--- src/rtl/stack_ctrl_if.sv ---
// Command/response and stack-RAM signals of the operand stack controller.
// The slave modport is the controller; the master side is the control unit plus RAM.
interface stack_ctrl_if #(
  parameter int DATA_W = 8,
  parameter int ADDR_W = 4
);
  logic              push;
  logic              pop;
  logic              tos;
  logic [DATA_W-1:0] din;
  logic              clr_err;
  logic [DATA_W-1:0] dout;
  logic              busy;
  logic              done;
  logic              full;
  logic              empty;
  logic              overflow;
  logic              underflow;
  logic [ADDR_W-1:0] ram_addr;
  logic [DATA_W-1:0] ram_wdata;
  logic              ram_we;
  logic              ram_re;
  logic [DATA_W-1:0] ram_rdata;

  modport slave (
    input  push, pop, tos, din, clr_err, ram_rdata,
    output dout, busy, done, full, empty, overflow, underflow,
           ram_addr, ram_wdata, ram_we, ram_re
  );

  modport master (
    output push, pop, tos, din, clr_err, ram_rdata,
    input  dout, busy, done, full, empty, overflow, underflow,
           ram_addr, ram_wdata, ram_we, ram_re
  );
endinterface

--- src/rtl/stack_ctrl.sv ---
// Operand stack sequencer: turns push/pop/tos pulses into single-port RAM
// accesses, tracks the element count and flags overflow/underflow.
module stack_ctrl #(
  parameter int DATA_W = 8,
  parameter int ADDR_W = 4
) (
  input  logic        clk,
  input  logic        rst,
  stack_ctrl_if.slave bus
);

  typedef enum logic [2:0] {IDLE, WR, RD, RDW, ERR} state_t;

  localparam logic [ADDR_W:0] FULL_CNT = {1'b1, {ADDR_W{1'b0}}};

  state_t            state;
  logic [ADDR_W:0]   count;
  logic [ADDR_W-1:0] addr_q;
  logic [DATA_W-1:0] data_q;
  logic              is_pop;
  logic [DATA_W-1:0] dout_q;
  logic              done_q;
  logic              overflow_q;
  logic              underflow_q;
  logic              full_w;
  logic              empty_w;

  assign full_w  = (count == FULL_CNT);
  assign empty_w = (count == '0);

  // RAM strobes come straight from the state, so an async reset kills an
  // in-flight write at once.
  assign bus.ram_we    = (state == WR);
  assign bus.ram_re    = (state == RD);
  assign bus.ram_addr  = addr_q;
  assign bus.ram_wdata = data_q;

  assign bus.dout      = dout_q;
  assign bus.done      = done_q;
  assign bus.busy      = (state != IDLE);
  assign bus.full      = full_w;
  assign bus.empty     = empty_w;
  assign bus.overflow  = overflow_q;
  assign bus.underflow = underflow_q;

  // Error flags are cleared first so that a coincident error event wins.
  // The top address uses only the low count bits: count=DEPTH wraps to DEPTH-1.
  always_ff @(posedge clk or posedge rst) begin
    if (rst) begin
      state       <= IDLE;
      count       <= '0;
      addr_q      <= '0;
      data_q      <= '0;
      is_pop      <= 1'b0;
      dout_q      <= '0;
      done_q      <= 1'b0;
      overflow_q  <= 1'b0;
      underflow_q <= 1'b0;
    end else begin
      done_q <= 1'b0;
      if (bus.clr_err) begin
        overflow_q  <= 1'b0;
        underflow_q <= 1'b0;
      end
      case (state)
        IDLE: begin
          if (bus.push) begin
            if (full_w) begin
              overflow_q <= 1'b1;
              state      <= ERR;
            end else begin
              addr_q <= count[ADDR_W-1:0];
              data_q <= bus.din;
              state  <= WR;
            end
          end else if (bus.pop || bus.tos) begin
            if (empty_w) begin
              underflow_q <= 1'b1;
              state       <= ERR;
            end else begin
              addr_q <= count[ADDR_W-1:0] - 1'b1;
              is_pop <= bus.pop;
              state  <= RD;
            end
          end
        end
        WR: begin
          count  <= count + 1'b1;
          done_q <= 1'b1;
          state  <= IDLE;
        end
        RD: begin
          state <= RDW;
        end
        RDW: begin
          dout_q <= bus.ram_rdata;
          done_q <= 1'b1;
          if (is_pop) begin
            count <= count - 1'b1;
          end
          state <= IDLE;
        end
        ERR: begin
          done_q <= 1'b1;
          state  <= IDLE;
        end
        default: begin
          state <= IDLE;
        end
      endcase
    end
  end

endmodule

--- src/flat_wrapper.sv ---
// flat-port wrapper written by rule: the top's interface ports become plain ports
module stack_ctrl_flat 
#(
  parameter int DATA_W = 8,
  parameter int ADDR_W = 4
)
  (clk, rst, bus_push, bus_pop, bus_tos, bus_din, bus_clr_err, bus_ram_rdata, bus_dout, bus_busy, bus_done, bus_full, bus_empty, bus_overflow, bus_underflow, bus_ram_addr, bus_ram_wdata, bus_ram_we, bus_ram_re);
  stack_ctrl_if #(.DATA_W(DATA_W), .ADDR_W(ADDR_W)) bus_i ();
  input  logic clk;
  input  logic rst;
  input wire logic [$bits(bus_i.push)-1:0] bus_push;
  input wire logic [$bits(bus_i.pop)-1:0] bus_pop;
  input wire logic [$bits(bus_i.tos)-1:0] bus_tos;
  input wire logic [$bits(bus_i.din)-1:0] bus_din;
  input wire logic [$bits(bus_i.clr_err)-1:0] bus_clr_err;
  input wire logic [$bits(bus_i.ram_rdata)-1:0] bus_ram_rdata;
  output wire logic [$bits(bus_i.dout)-1:0] bus_dout;
  output wire logic [$bits(bus_i.busy)-1:0] bus_busy;
  output wire logic [$bits(bus_i.done)-1:0] bus_done;
  output wire logic [$bits(bus_i.full)-1:0] bus_full;
  output wire logic [$bits(bus_i.empty)-1:0] bus_empty;
  output wire logic [$bits(bus_i.overflow)-1:0] bus_overflow;
  output wire logic [$bits(bus_i.underflow)-1:0] bus_underflow;
  output wire logic [$bits(bus_i.ram_addr)-1:0] bus_ram_addr;
  output wire logic [$bits(bus_i.ram_wdata)-1:0] bus_ram_wdata;
  output wire logic [$bits(bus_i.ram_we)-1:0] bus_ram_we;
  output wire logic [$bits(bus_i.ram_re)-1:0] bus_ram_re;
  assign bus_i.push = bus_push;
  assign bus_i.pop = bus_pop;
  assign bus_i.tos = bus_tos;
  assign bus_i.din = bus_din;
  assign bus_i.clr_err = bus_clr_err;
  assign bus_i.ram_rdata = bus_ram_rdata;
  assign bus_dout = bus_i.dout;
  assign bus_busy = bus_i.busy;
  assign bus_done = bus_i.done;
  assign bus_full = bus_i.full;
  assign bus_empty = bus_i.empty;
  assign bus_overflow = bus_i.overflow;
  assign bus_underflow = bus_i.underflow;
  assign bus_ram_addr = bus_i.ram_addr;
  assign bus_ram_wdata = bus_i.ram_wdata;
  assign bus_ram_we = bus_i.ram_we;
  assign bus_ram_re = bus_i.ram_re;
  stack_ctrl #(.DATA_W(DATA_W), .ADDR_W(ADDR_W)) u_core (.clk(clk), .rst(rst), .bus(bus_i));
endmodule
--- config.mk ---
export PLATFORM = sky130hd
export DESIGN_NAME = stack_ctrl_flat
export DESIGN_NICKNAME = d
export VERILOG_FILES = /design/src/rtl/stack_ctrl_if.sv /design/src/rtl/stack_ctrl.sv /design/src/flat_wrapper.sv
export SDC_FILE = /design/constraint.sdc
export NUM_CORES = 1
export LEC_CHECK = 0
export ABC_AREA = 0
export BUFFER_PORTS_ARGS = -buffer_cell sky130_fd_sc_hd__buf_2
export CAP_MARGIN = 5
export CORE_MARGIN = 4
export CORE_UTILIZATION = 50
export DETAILED_ROUTE_END_ITERATION = 8
export PLACE_DENSITY_LB_ADDON = 0.05
export SYNTH_ARGS = -nofsm -noshare
export SYNTH_HDL_FRONTEND = slang
export SYNTH_SLANG_ARGS = --single-unit
export TNS_END_PERCENT = 1
--- constraint.sdc ---
create_clock -name clk -period 4.6 [get_ports clk]
set_input_delay 0.92 -clock clk [delete_from_list [all_inputs] [get_ports clk]]
set_output_delay 0.92 -clock clk [all_outputs]
set_load 0.03 [all_outputs]
==> results of run 1 <==
## cells in the mapped netlist (2+ instances only)
cell,count
a21oi_2,2
nand2_1,32
dfrtp_1,32
nor3_1,2
inv_1,8
a21oi_1,3
nand2b_1,3
o211ai_1,2
xnor2_1,8
buf_2,4
o22ai_1,2
mux2_2,12
nor2_1,8
or3_1,2
ha_1,4
o21ai_0,3
## critical path: stages, from the launching register on
cell and delay [ns]:
dfrtp_1 0.47, inv_1 0.13, ha_1 0.14, nor3b_2 0.28, nand2_1 0.16, inv_1 0.09
buf_2 0.19
## worst max path at each step
stage                                            from  slack [ns]                          end
final                     u_core.count[1]$_DFFE_PP0P_        1.90                     bus_full
after global routing      u_core.count[1]$_DFFE_PP0P_        1.72                     bus_full
after detailed placement  u_core.state[0]$_DFFE_PP0P_        2.19  u_core.count[4]$_DFFE_PP0P_
after global placement    u_core.state[0]$_DFFE_PP0P_        2.26  u_core.count[4]$_DFFE_PP0P_
after CTS                 u_core.count[1]$_DFFE_PP0P_        1.87                     bus_full
after floorplan           u_core.count[1]$_DFFE_PP0P_        2.35                     bus_full
## cell type report
type,count,area (um^2),area share
inverters,10,37.5,0.0204
well taps,31,38.8,0.0211
multi-input cells,97,643,0.350
repair buffers,50,253,0.138
flip-flops and latches,32,801,0.436
clock buffers,7,65.1,0.0354
## metal layers
metal  vias up  wire (um)  global-route usage  share of wire
met2        29       1440               0.278           0.49
met5         -          0                   0              0
met4         0         53              0.0661          0.018
met3         5        168              0.0594          0.057
li1        577          -                   -              -
met1       541       1270               0.197           0.43
## layout by cell type, fill, tap and decap left out, types with 3 or more instances in the layout
| master | count |
|---|---|
| mux2_2 | 12 |
| xnor2_1 | 8 |
| nand2b_1 | 3 |
| nand2_1 | 32 |
| a21oi_1 | 3 |
| buf_2 | 49 |
| nor2_1 | 8 |
| o21ai_0 | 3 |
| dfrtp_1 | 32 |
| ha_1 | 4 |
| clkbuf_4 | 5 |
| inv_1 | 8 |
## metrics by stage
step,instances,area [um^2]
after global placement,220,1770
after detailed placement,220,1770
after CTS,227,1840
after global routing,227,1840
after floorplan,144,1510
final,227,1840
## kinds of logic (layout without fill, tap and decap cells)
logic type | count (synthesis) | in the layout | synth area share
buffers and inverters | 15 | 67 | 0.0407
flip-flops | 32 | 32 | 0.532
multiplexers | 13 | 13 | 0.0973
AO/OA/AOI/OAI | 15 | 15 | 0.0640
adder cells (fa/ha/maj) | 4 | 4 | 0.0333
XOR/XNOR | 9 | 9 | 0.0524
AND/OR/NAND/NOR | 56 | 56 | 0.180
## sequential cells by signal (all words and copies together), names as in the netlist
signal,cells
u_core.bus.ram_wdata,8
u_core.bus.underflow,1
u_core.bus.overflow,1
u_core.bus.dout,8
u_core.is_pop,1
u_core.bus.ram_addr,4
u_core.state,3
u_core.bus.done,1
u_core.count,5
## power breakdown
group | leakage, nW | switching, mW | internal (mW)
Combinational | 0.515 | 0.482 | 0.290
Clock | 0.0374 | 0.0865 | 0.0866
Sequential | 0.389 | 0.110 | 0.414
==> metrics.yaml, run 1 <==
status: "finished, final reports clean"
cts_buffers: 5
pin_count: 50
antenna_found_initial: 0
yosysWarnings: 0
synth-edff-count: 0
cts_hold_buf: 0
setup_viol: 0
grt_max_degree: 33
dr.pass1.iters: 4
rrSetupSlack_ns: 2.19
rows: 19
cp_max_fo: 8
ys_ff_latch: 32
syn2layout_area_growth_pct: 22.1
grt-ovfl-total: 0
slew_violations: 0
timing.setup.tns_ns: 0
worstPathRequired_ns: 3.68
globalRouteTotalUtil: 0.168
reg2regPathDepth: 7
min_from: "u_core.bus.dout[6]$_DFFE_PP0N_"
route.detailed.drc: 0
synthFlopType: "dfrtp_1"
whs_ns: 0.477
r2r-start: "u_core.state[0]$_DFFE_PP0P_"
cts_buffer_depth: 2
cts.repair.resized: 0
dr_total_vias: 1152
grt_pass1_wl_um: 5170
p_leak_nw: 0.941
clk_transition_reported_paths_ns: 0.09
drive_gt1_frac: 0.383
port_buffers: 49
cap_violations: 0
synth_area_mm2: 0.00151
clk_latency_ns: 0.32
yosys-top-cells-area: "dfrtp_1 (53%), mux2_2 (9.0%), nand2_1 (8.0%), xnor2_1 (4.7%), ha_1 (3.3%)"
synth_cell_types: 33
end_kind: "output pin"
async_flop_share: 1.00
netlist_instances: 144
synth_nets: 170
wl_per_cell_um: 12.9
start_util: 0.537
rsz0062_at_grt: "no"
pre_cts_ws_ns: 2.19
cts_setup_buffers: 0
ant_nets: 0
max_clock_freq_ghz: 0.370
fin_ws_ns: 1.90
core_mm2: 0.00281
place_hpwl_um: 2250
worst_pin_slew_ns: 0.602
hold_viol: 0
avgViaCountPerCell: 5.07
rr_endpoint: "u_core.count[4]$_DFFE_PP0P_"
period_needed_ns: 2.70
cts-root-buf: "clkbuf_4"
die_w_um: 62.9
yosys.area.top_type: "dfrtp_1"
final.period_utilization: 0.587
holdPathEnd: "u_core.bus.dout[6]$_DFFE_PP0N_"
htreeDepth: 2
fin_nets: 222
hp-class: "flop to flop"
ir_drop_mv: 0.425
slew_headroom: 0.597
path_class: "flop to output pin"
whs_path_depth: 2
crit_arrival_ns: 1.78
drt_iter0_drc: 26
die_y_um: 62.9
dieArea_mm2: 0.00395
fin_util: 0.655
antenna-diode-count: 0
power.total_mw: 1.47
cts_tree: "done"
ys_seq_area_frac: 0.532
routabilityCongestion: 0.800
synth_top_area_share: 0.532
fin_skew_ns: 0.00529
cts_sinks: 32
avgSynthCellArea_um2: 10.5
fillers: 245
worst_setup_path_start_kind: "flop"
p_per_area_mw_per_mm2: 799
grt_pass1_vias: 1133
routed_wl_um: 2930
No activity file was read; power rests on OpenSTA's default activity.
==> run 2, diff against run 1 <==
Settings changed: CORE_UTILIZATION 50 to 44.
Clock period 4.6 ns to 2.47 ns, I/O delays scaled along.
==> run 2 against run 1 <==
Final area increased by 1.3%. Largest power group unchanged. Global-route usage decreased by 1.7 points. Core utilization decreased by 6.5 points. Count of clock-buffer cells in the layout increased by 1. Clock skew increased by 0.0014 ns. Cell count increased by 6.6%. Register-to-register slack got worse by 1.8 ns.
==> metrics.yaml, run 2 (synthesis gave the netlist of run 1 again) <==
port_buffers: 49  # unchanged
drt_iter0_drc: 29  # +12%
p_leak_nw: 0.945  # +0.39%
antenna-diode-count: 0  # unchanged
cap_violations: 0  # unchanged
max_clock_freq_ghz: 0.442
worst_pin_slew_ns: 0.408  # -0.194 ns
route.detailed.drc: 0  # unchanged
dieArea_mm2: 0.00442  # +12%
clk_latency_ns: 0.32  # about the same
grt_pass1_vias: 1139  # +0.53%
start_util: 0.477  # -0.0592
die_y_um: 66.5  # +5.8%
slew_violations: 0  # unchanged
status: "finished, final reports clean"
cts_tree: "done"
pre_cts_ws_ns: 0.448  # -1.74 ns
hold_viol: 0  # unchanged
worstPathRequired_ns: 1.98  # -1.70 ns
period_needed_ns: 2.26
rows: 20  # +1
setup_viol: 0  # unchanged
p_per_area_mw_per_mm2: 1460  # +83%
rrSetupSlack_ns: 0.43  # -1.76 ns
layout_common_cells: "buf_2 (49), nand2_1 (32), dfrtp_1 (32)"
syn2layout_area_growth_pct: 23.7
place_hpwl_um: 2260  # +0.51%
antenna_found_initial: 0  # unchanged
cts_buffer_depth: 2  # unchanged
globalRouteTotalUtil: 0.151  # -0.0167
fin_ws_ns: 0.207  # -1.69 ns
grt_pass1_wl_um: 5060  # -2.1%
routabilityCongestion: 0.717  # -10%
worst_setup_path_start_kind: "flop"
grt_max_degree: 33  # unchanged
die_w_um: 66.5  # +5.8%
fin_nets: 223  # +0.45%
end_kind: "output pin"
htreeDepth: 2  # unchanged
drive_gt1_frac: 0.379  # -0.00387
wl_per_cell_um: 12.4  # -4.0%
core_mm2: 0.00315  # +12%
placed_cells: 234  # +6.4%
hp-class: "input pin to asynchronous set/reset pin"
cts_hold_buf: 0  # unchanged
timing.setup.tns_ns: 0  # unchanged
grt-ovfl-total: 0  # unchanged
mostFrequentLayoutCell: "buf_2"
clk_transition_reported_paths_ns: 0.10  # about the same
ant_nets: 0  # unchanged
cts_buffers: 5  # unchanged
cts-root-buf: "clkbuf_4"
finalNonFillerCells: 242  # +6.6%
cts_sinks: 32  # unchanged
crit_arrival_ns: 1.77  # about the same
rsz0062_at_grt: "no"
ir_drop_mv: 0.608  # +43%
routed_wl_um: 3000  # +2.4%
final.period_utilization: 0.916
avgViaCountPerCell: 4.84  # -4.6%
cp_max_fo: 6  # -2
dr_total_vias: 1172  # +1.7%
path_class: "flop to output pin"
fin_skew_ns: 0.00670  # +0.00140 ns
dr.pass1.iters: 4  # unchanged
slew_headroom: 0.728  # +0.131
pin_count: 50  # unchanged
## run 2: cell count changes in the layout (fill, tap and decap cells not counted), sizes merged
| cell | delta |
|---|---|
| buf | +1 |
| clkbuf | +1 |
## run 2: area by class of cell
cell class / instances / area (um^2)
Sequential cell: 32 / 801
Tap cell: 44 / 55.1
Inverter: 10 / 37.5
Fill cell: 294 / 1290
Timing Repair Buffer: 51 / 260
Multi-Input combinational cell: 97 / 649
Clock buffer: 8 / 58.8
## run 2: critical path: stages (launching register included)
cell and delay (ns):
dfrtp_1 0.46, inv_1 0.15, ha_1 0.16, nor3b_4 0.26, nand2_1 0.14, inv_1 0.09
buf_2 0.19
## run 2: final timing paths
check                                                     from                              to  cells past startpoint
worst min register to register  u_core.bus.dout[6]$_DFFE_PP0N_  u_core.bus.dout[6]$_DFFE_PP0N_                      2
min in group clk                              bus_ram_rdata[6]  u_core.bus.dout[6]$_DFFE_PP0N_                      3
worst min-delay path                                       rst     u_core.state[2]$_DFFE_PP0P_                      3
worst max register to register     u_core.state[2]$_DFFE_PP0P_     u_core.count[4]$_DFFE_PP0P_                      7
max in group asynchronous                                  rst     u_core.state[1]$_DFFE_PP0P_                      3
worst max-delay path               u_core.count[0]$_DFFE_PP0P_                        bus_full                      6
## run 2: per-stage QoR
stage	area, um^2	utilization	hold WS [ns]	total power, mW
5_1_grt	1860	0.590	0.269	2.95
2_1_floorplan	1510	-	0.458	2.06
3_5_place_dp	1800	0.570	0.460	2.45
4_1_cts	1860	0.588	0.244	2.76
6_report	1860	0.590	0.245	2.72
3_3_place_gp	1800	0.570	0.454	2.40
## run 2: what timing repair did
item | in CTS | in global routing
setup endpoints to repair | 0 | 2
gates resized for setup | 0 | 1
setup buffers | 0 | 0
## run 2: power by group
| part | switching [mW] | leakage [nW] | internal [mW] |
|---|---|---|---|
| clock | 0.164 | 0.0326 | 0.140 |
| sequential | 0.204 | 0.389 | 0.770 |
| combinational | 0.892 | 0.524 | 0.554 |
| total | 1.26 | 0.945 | 1.46 |
## run 2: routing by layer
layer / track usage / vias to the layer above / wire length (um)
met5: 0 / - / 0
met4: 0.0609 / 0 / 44
met3: 0.0438 / 5 / 189
met2: 0.258 / 29 / 1460
met1: 0.177 / 558 / 1300
li1: - / 580 / -
==> run 3, diff against run 2 <==
Settings changed: CAP_MARGIN 5 to 15, CORE_UTILIZATION 44 to 49.
Clock period 2.47 ns to 2.4 ns, I/O delays scaled along.
==> run 3 against run 2 <==
Cell count is 5.0% lower. Worst setup slack worse by 0.054 ns. Non-clock buffer count rose by 1. Count of clock-buffer cells in the layout down 2. Critical path depth unchanged. First-iteration DRC count fell by 52%. Sequential power is 2% higher. Worst hold slack got worse by 0.095 ns. Combinational power grew 5%. Global-route usage is 0.62 points higher. Clock power rose by 4%. Critical endpoint unchanged. Largest cell class unchanged. Largest power group unchanged. Highest routed layer unchanged.
==> metrics.yaml, run 3 (synthesis gave the netlist of run 1 again) <==
end_kind: "output pin"
slowest_delay_ns: 0.48  # +0.02 ns
route.detailed.drc: 0  # unchanged
setup_viol: 0  # unchanged
port_buffers: 49  # unchanged
fillers: 253  # -14%
wl_per_cell_um: 12.7  # +2.4%
final.period_utilization: 0.936
hp-class: "input pin to asynchronous set/reset pin"
cts_hold_buf: 0  # unchanged
stdcell_area_mm2: 0.00186  # -0.27%
cts_tree: "done"
cts_sinks: 32  # unchanged
status: "finished, final reports clean"
slew_violations: 0  # unchanged
die_y_um: 63.4  # -4.6%
start_util: 0.528  # +0.0503
placed_cells: 222  # -5.1%
fin_skew_ns: 0.00784  # +0.00115 ns
p_per_area_mw_per_mm2: 1520  # +4.2%
ant_nets: 0  # unchanged
whs_ns: 0.150  # -0.0948 ns
worstPathRequired_ns: 1.92  # -0.06 ns
mostFrequentLayoutCell: "buf_2"
core_mm2: 0.00285  # -9.5%
cts_buffers: 5  # unchanged
placed_cell_area_mm2: 0.00179  # -0.49%
drive_gt1_frac: 0.397  # +0.0182
finalNonFillerCells: 230  # -5.0%
grt_pass1_wl_um: 5060  # +0.14%
layout_common_cells: "buf_2 (49), nand2_1 (32), dfrtp_1 (31)"
slowest_stage: "dfrtp_1"
drt_iter0_drc: 14  # -52%
cp_max_fo: 8  # +2
grt_pass1_vias: 1166  # +2.4%
grt-ovfl-total: 0  # unchanged
p_leak_nw: 0.954  # +1.0%
cts_buffer_depth: 2  # unchanged
htreeDepth: 2  # unchanged
routed_wl_um: 2920  # -2.7%
hold_viol: 0  # unchanged
die_w_um: 63.4  # -4.6%
cap_violations: 0  # unchanged
grt_max_degree: 21  # -36%
place_hpwl_um: 2250  # -0.74%
ir_drop_mv: 0.720  # +18%
power.total_mw: 2.83  # +3.9%
routabilityCongestion: 0.786  # +9.6%
syn2layout_area_growth_pct: 23.4
worst_setup_path_start_kind: "flop"
avgViaCountPerCell: 5.09  # +5.0%
path_class: "flop to output pin"
reg2regPathDepth: 7  # unchanged
dieArea_mm2: 0.00402  # -9.0%
globalRouteTotalUtil: 0.157  # +0.00619
pin_count: 50  # unchanged
slew_headroom: 0.684  # -0.0434
cts-root-buf: "clkbuf_4"
worstPathCellList: "inv_1 -> ha_1 -> nor3b_4 -> nand2_1 -> inv_1 -> buf_2"
fin_nets: 224  # +0.45%
antenna-diode-count: 0  # unchanged
crit_arrival_ns: 1.77  # about the same
antenna_found_initial: 0  # unchanged
clk_transition_reported_paths_ns: 0.10  # about the same
crit_top_cell: "inv_1"
rows: 19  # -5.0%
max_clock_freq_ghz: 0.445
clk_latency_ns: 0.32  # about the same
dr.pass1.iters: 6  # +2
worst_pin_slew_ns: 0.473  # +0.0646 ns
period_needed_ns: 2.25
dr_total_vias: 1170  # -0.17%
## run 3: cell count changes in the layout (fill, tap and decap cells not counted), sizes merged
| cell | change |
|---|---|
| clkbuf | -2 |
| clkinv | +2 |
| buf | +1 |
## run 3: layer usage
| metal | vias to the layer above | share of wire | wire (um) | track usage |
|---|---|---|---|---|
| met3 | 2 | 0.061 | 177 | 0.0480 |
| li1 | 585 | - | - | - |
| met4 | 0 | 0.0038 | 11 | 0.0485 |
| met2 | 29 | 0.51 | 1500 | 0.275 |
| met1 | 554 | 0.42 | 1230 | 0.183 |
| met5 | - | 0 | 0 | 0 |
## run 3: critical path, delay by kind of cell (launching register included)
family | cells | cell delay, ns
adder cells (fa/ha/maj) | 1 | 0.15
buffers and inverters | 3 | 0.42
flip-flops | 1 | 0.48
AND/OR/NAND/NOR | 2 | 0.40
## run 3: where the power goes
group / total [mW] / switching, mW / internal (mW)
sequential: 0.990 / 0.196 / 0.794
combinational: 1.52 / 0.943 / 0.581
clock: 0.317 / 0.177 / 0.139
## run 3: what timing repair did
item                                    4_1_cts  5_1_grt
endpoints found under the setup margin        0        2
buffers inserted                              0        0
gates resized for setup                       0        2
## run 3: path summary, 6_finish.rpt
check                                               startpoint  slack [ns]                                   to
worst max-delay path               u_core.count[1]$_DFFE_PP0P_        0.15                             bus_full
min in group clk                              bus_ram_rdata[3]        0.34       u_core.bus.dout[3]$_DFFE_PP0N_
worst max register to register     u_core.state[2]$_DFFE_PP0P_        0.31          u_core.count[4]$_DFFE_PP0P_
max in group asynchronous                                  rst        1.60  u_core.bus.ram_wdata[0]$_DFFE_PP0P_
worst min-delay path                                       rst        0.15       u_core.bus.dout[6]$_DFFE_PP0N_
worst min register to register  u_core.bus.dout[2]$_DFFE_PP0N_        0.48       u_core.bus.dout[2]$_DFFE_PP0N_
## run 3: layout make-up
type	instances	area, um^2	share of cell area
timing repair buffer	52	268	0.144
clock inverter	2	10.0	0.00539
clock buffer	6	51.3	0.0276
sequential	32	802	0.432
inverter	10	37.5	0.0202
tap	31	38.8	0.0209
multi-input combinational	97	649	0.350
## run 3: metrics by stage
stage | setup TNS, ns | utilization | setup WS [ns]
CTS | 0 | 0.648 | 0.0558
floorplan | 0 | - | 0.399
finish | 0 | 0.651 | 0.153
detailed placement | 0 | 0.627 | 0.353
global placement | 0 | 0.627 | 0.441
global route | -0.00888 | 0.651 | -0.00888
